===== config.mk =====
export PLATFORM = sky130hd
export DESIGN_NAME = pll_lock_rst_seq
export DESIGN_NICKNAME = d
export VERILOG_FILES = /design/src/rtl/pll_lock_rst_seq.sv
export SDC_FILE = /design/constraint.sdc
export NUM_CORES = 1
export LEC_CHECK = 0
export ABC_AREA = 1
export CAP_MARGIN = 20
export CORE_UTILIZATION = 43
export DETAILED_ROUTE_END_ITERATION = 10
export SETUP_SLACK_MARGIN = 0.3
export SYNTH_ARGS = -nofsm -noshare
export SYNTH_HDL_FRONTEND = slang
export SYNTH_SLANG_ARGS = --single-unit
export TNS_END_PERCENT = 10

===== constraint.sdc =====
create_clock -name clk -period 5.1 [get_ports clk]
set_clock_uncertainty 0.15 [all_clocks]
set_input_delay 1.02 -clock clk [delete_from_list [all_inputs] [get_ports clk]]
set_output_delay 1.02 -clock clk [all_outputs]
set_load 0.1 [all_outputs]

===== src/rtl/pll_lock_rst_seq.sv =====
// pll_lock_rst_seq: reset sequencer between a PLL LOCKED output and the
// downstream per-domain reset synchronisers. Runs in the reference clock domain.
// It pulses the PLL reset and waits for a stable lock, with timeout and retry.
// It then holds the downstream reset for a while before releasing it.
// It re-asserts the downstream reset on loss of lock.
// Optional feature macro: LOSS_COUNT_EN. When defined, loss_cnt is a saturating
// count of lock losses seen in RUN. When undefined, loss_cnt is tied to zero.
module pll_lock_rst_seq #(
    parameter int unsigned PLL_RST_CYCLES = 4,
    parameter int unsigned LOCK_TIMEOUT   = 1024,
    parameter int unsigned STABLE_CYCLES  = 8,
    parameter int unsigned HOLD_CYCLES    = 16,
    parameter int unsigned CNT_W          = 16,
    parameter int unsigned LOSS_W         = 8
) (
    input  logic              clk,
    input  logic              rst,
    input  logic              locked,
    output logic              pll_rst,
    output logic              rst_out,
    output logic              ready,
    output logic [LOSS_W-1:0] loss_cnt
);

    typedef enum logic [2:0] {
        ST_PLL_RST   = 3'd0,
        ST_WAIT_LOCK = 3'd1,
        ST_STABLE    = 3'd2,
        ST_HOLD      = 3'd3,
        ST_RUN       = 3'd4
    } state_t;

    // Terminal timer values: the timer starts at 0 on state entry, so a state
    // that must last N cycles leaves when the timer reads N-1.
    localparam logic [CNT_W-1:0] PLL_RST_LAST = CNT_W'(PLL_RST_CYCLES - 1);
    localparam logic [CNT_W-1:0] TIMEOUT_LAST = CNT_W'(LOCK_TIMEOUT - 1);
    localparam logic [CNT_W-1:0] STABLE_LAST  = CNT_W'(STABLE_CYCLES - 1);
    localparam logic [CNT_W-1:0] HOLD_LAST    = CNT_W'(HOLD_CYCLES - 1);
    localparam logic [CNT_W-1:0] TIMER_ZERO   = {CNT_W{1'b0}};
    localparam logic [CNT_W-1:0] TIMER_ONE    = CNT_W'(1);

    state_t           state_r;
    logic [CNT_W-1:0] timer_r;
    logic             locked_meta_r;
    logic             locked_s;

    // Two-flop synchroniser bringing the asynchronous LOCKED into clk.
    always_ff @(posedge clk) begin
        if (rst) begin
            locked_meta_r <= 1'b0;
            locked_s      <= 1'b0;
        end else begin
            locked_meta_r <= locked;
            locked_s      <= locked_meta_r;
        end
    end

    // Sequencer FSM and its shared state timer; loss of lock always wins over expiry.
    always_ff @(posedge clk) begin
        if (rst) begin
            state_r <= ST_PLL_RST;
            timer_r <= TIMER_ZERO;
        end else begin
            case (state_r)
                ST_PLL_RST: begin
                    if (timer_r == PLL_RST_LAST) begin
                        state_r <= ST_WAIT_LOCK;
                        timer_r <= TIMER_ZERO;
                    end else begin
                        timer_r <= timer_r + TIMER_ONE;
                    end
                end
                ST_WAIT_LOCK: begin
                    if (locked_s) begin
                        state_r <= ST_STABLE;
                        timer_r <= TIMER_ZERO;
                    end else if (timer_r == TIMEOUT_LAST) begin
                        state_r <= ST_PLL_RST;
                        timer_r <= TIMER_ZERO;
                    end else begin
                        timer_r <= timer_r + TIMER_ONE;
                    end
                end
                ST_STABLE: begin
                    if (!locked_s) begin
                        state_r <= ST_WAIT_LOCK;
                        timer_r <= TIMER_ZERO;
                    end else if (timer_r == STABLE_LAST) begin
                        state_r <= ST_HOLD;
                        timer_r <= TIMER_ZERO;
                    end else begin
                        timer_r <= timer_r + TIMER_ONE;
                    end
                end
                ST_HOLD: begin
                    if (!locked_s) begin
                        state_r <= ST_WAIT_LOCK;
                        timer_r <= TIMER_ZERO;
                    end else if (timer_r == HOLD_LAST) begin
                        state_r <= ST_RUN;
                        timer_r <= TIMER_ZERO;
                    end else begin
                        timer_r <= timer_r + TIMER_ONE;
                    end
                end
                ST_RUN: begin
                    // The timer is idle in RUN and parked at zero.
                    if (!locked_s) begin
                        state_r <= ST_WAIT_LOCK;
                    end else begin
                        state_r <= ST_RUN;
                    end
                    timer_r <= TIMER_ZERO;
                end
                default: begin
                    state_r <= ST_PLL_RST;
                    timer_r <= TIMER_ZERO;
                end
            endcase
        end
    end

    // Registered output decode of the state register; no input reaches an output directly.
    always_ff @(posedge clk) begin
        if (rst) begin
            pll_rst <= 1'b1;
            rst_out <= 1'b1;
            ready   <= 1'b0;
        end else begin
            case (state_r)
                ST_PLL_RST: begin
                    pll_rst <= 1'b1;
                    rst_out <= 1'b1;
                    ready   <= 1'b0;
                end
                ST_WAIT_LOCK, ST_STABLE, ST_HOLD: begin
                    pll_rst <= 1'b0;
                    rst_out <= 1'b1;
                    ready   <= 1'b0;
                end
                ST_RUN: begin
                    pll_rst <= 1'b0;
                    rst_out <= 1'b0;
                    ready   <= 1'b1;
                end
                default: begin
                    pll_rst <= 1'b1;
                    rst_out <= 1'b1;
                    ready   <= 1'b0;
                end
            endcase
        end
    end

`ifdef LOSS_COUNT_EN
    logic [LOSS_W-1:0] loss_cnt_r;
    logic              loss_event_s;

    assign loss_event_s = (state_r == ST_RUN) && !locked_s;

    // Saturating counter of RUN -> WAIT_LOCK transitions caused by lock loss.
    always_ff @(posedge clk) begin
        if (rst) begin
            loss_cnt_r <= {LOSS_W{1'b0}};
        end else if (loss_event_s && (loss_cnt_r != {LOSS_W{1'b1}})) begin
            loss_cnt_r <= loss_cnt_r + LOSS_W'(1);
        end else begin
            loss_cnt_r <= loss_cnt_r;
        end
    end

    assign loss_cnt = loss_cnt_r;
`else
    assign loss_cnt = {LOSS_W{1'b0}};
`endif

endmodule


==> results by group <==
CTS
  • CTS Buf Count: 3
  • CTS Sinks: 24
  • Clock insertion delay at the later pin of the skew report: 320 ps
  • Clk buf depth: 2
  • TritonCTS clock tree: yes
  • Post-cts sizing count: 0
  • Number of H-tree levels: 1
  • Cts hold-fix bufs: 0
  • Worst-path clk slew: 130 ps
  • Root Driver: clkbuf_4
  • # Post-CTS Setup Buffers: 0

Final layout
  • Most common cell after layout, fill and taps aside: nor2_1
  • Final #Nets: 211
  • Layout cells sized above 1: 6.31%
  • Commonest cells after routing, fill and taps aside: 44 x nor2_1, 35 x nand2_1, 32 x inv_1
  • Area grow syn2layout: 7.28%
  • Ant. Diodes: 0

Worst setup path
  • Startpoint Class: flip-flop
  • CP Cell Sequence: clkdlybuf4s50_1
  • Slowest CP cell: clkdlybuf4s50_1
  • Crit path capture type: output port
  • Buf+Inv Stages, Crit Path: 1
  • CP top delay family: buffers and inverters
  • CP Max Fanout: 1
  • WP data required: 3930 ps
  • CP max stage delay: 1120 ps
  • Arr. time, crit path: 1780 ps
  • Crit Path Category: flip-flop to output port

Place
  • Hpwl dp: 1920 um
  • RD Place Congestion: 0.826
  • Port Buffer Count: 5

Floorplanning
  • Die W: 57.5 um
  • Core ar.: 0.00283 mm^2
  • Height of the chip: 57.5 um
  • Initial Util: 46.7%
  • Boundary Pins: 14
  • DIE AREA: 0.00330 mm^2
  • Num rows: 19

Pwr
  • Total power: 0.411 mW
  • Clock Power Share: 33.6%
  • Power per Cell Area: 290 mW/mm^2
  • Switch Pwr: 0.121 mW
  • Combinational group share of total power: 17.4%
  • Sequential share of power: 49.0%
  • Peak VDD IR: 0.183 mV
  • Internal: 0.290 mW
  • Leakage: 0.639 nW
  • Sw Share: 29.5%

Global routing
  • Gr usage total: 17.5%
  • First-pass GRT wire length: 4440 um
  • Initial antenna violation count: 0
  • Grt ovf: 0
  • Largest net degree at the start of global routing: 15
  • Vias in the first global route: 1060

Flow run
  • Max-cap viol count: 0

STA
  • Fin crit period: 2950 ps
  • Final setup violating endpoints: 0
  • Max Transition Viols Final: 0
  • Post-route setup TNS: 0 ps
  • Slew margin rel.: 35.4%
  • Endpoints failing hold: 0
  • Period Utilization, post-route: 57.9%
  • Least-Margin Pin Slew: 967 ps
  • Setup repair after global routing missed its margin: false
  • Fmax: 0.339 GHz

Run status
  • Failing checks: DRC
  • Status: finished, violations left

Route
  • DRT antenna net count: 0
  • Vias per cell: 4.99
  • Routed wire length: 2490 um
  • DRT iter0 DRCs: 42
  • Routed WL per cell: 10.5 um
  • 1st-pass router iterations: 7
  • Vias after detailed routing: 1182
  • Remaining DRCs: 2

Worst hold path
  • Min-delay worst type: flip-flop to flip-flop

Synth
  • Ys Warns: 0
  • Avg Cell Area, Syn: 6.65 um^2
  • Cell Area, Synth: 0.00132 mm^2
  • Register bit total from synthesis: 24
  • Post-synthesis cell count: 199
  • Sequential area share after synthesis: 36.3%
  • Synth cell types: 21
-- cells by family after synthesis --
logic type / after synthesis / share of synthesized area, %
adders and majority gates: 1 / 0.946
AOI/OAI and AO/OA: 15 / 6.72
other: 1 / 0.284
DFF: 24 / 36.3
buffers and inverters: 41 / 14.5
and+or+nand+nor: 110 / 36.6
xor gates and xnor gates: 7 / 4.64
-- power groups by stage --
stage          sequential (mW)  clock [mW]  combinational (mW)
4_1_cts                  0.201       0.142              0.0723
3_5_place_dp             0.206           0              0.0721
2_1_floorplan            0.208           0              0.0650
6_report                 0.201       0.138              0.0717
5_1_grt                  0.202       0.152              0.0783
3_3_place_gp             0.205           0              0.0706
-- path summary, 6_finish.rpt --
path	startpoint	to	slack, ps	cells past startpoint
max reg2reg	timer_r[0]	timer_r[7]	3200	8
max	pll_rst	pll_rst	2150	1
min	locked_meta_r	locked_s	270	2
min reg2reg	locked_meta_r	locked_s	270	2
-- per-stage QoR --
stage          cell area (um^2)  hold WS, ps  setup slack, ps  util, %  cells
6_report                   1420          269             2150     50.2    237
5_1_grt                    1420          323             2090     50.2    237
4_1_cts                    1420          273             2120     50.2    237
3_5_place_dp               1370          248             2500     48.3    233
3_3_place_gp               1370          247             2520     48.3    233
2_1_floorplan              1350          238             3020        -    206
-- flip-flops by register name, summed over array words and instances, names as in the netlist --
register       flops
state_r            3
pll_rst            1
locked_s           1
timer_r           16
ready              1
locked_meta_r      1
rst_out            1
-- cell type report --
class / count / area [um^2]
fill: 313 / 1410
multi-input combinational: 141 / 677
sequential: 24 / 480
inverter: 32 / 120
timing repair buffer: 5 / 50.0
tap: 31 / 38.8
clock inverter: 1 / 30.0
clock buffer: 3 / 22.5
-- worst reg2reg max path, delay by kind of cell (launching register included) --
kind / cells / cell delay, ps
and+or+nand+nor: 6 / 640
AOI/OAI and AO/OA: 1 / 350
adders and majority gates: 1 / 280
DFF: 1 / 370
-- cells in the mapped netlist --
cell | instances | area [um^2]
o21ai_0 | 8 | 40.0
nor3_1 | 4 | 20.0
and2_2 | 1 | 7.51
buf_4 | 8 | 60.1
nand2_2 | 3 | 18.8
conb_1 | 1 | 3.75
xor2_1 | 7 | 61.3
nand4_1 | 4 | 25.0
o21ai_4 | 1 | 16.3
nor2_4 | 1 | 11.3
nor3_2 | 2 | 20.0
nand3_2 | 1 | 10.0
nor2_1 | 44 | 165
o211ai_1 | 1 | 7.51
nand2_1 | 35 | 131
a21oi_1 | 5 | 25.0
inv_1 | 32 | 120
nand3_1 | 15 | 75.1
buf_6 | 1 | 11.3
dfxtp_1 | 24 | 480
ha_1 | 1 | 12.5
-- per-layer routing --
metal  vias to the layer above  global-route usage, %  share of wire (%)
met4                         0                   5.23               0.68
met2                        35                   28.9                 48
met3                         2                   4.76                5.3
met5                         -                      0                  0
li1                        610                      -                  -
met1                       535                   22.3                 46
(Power assumes the default switching activity.)
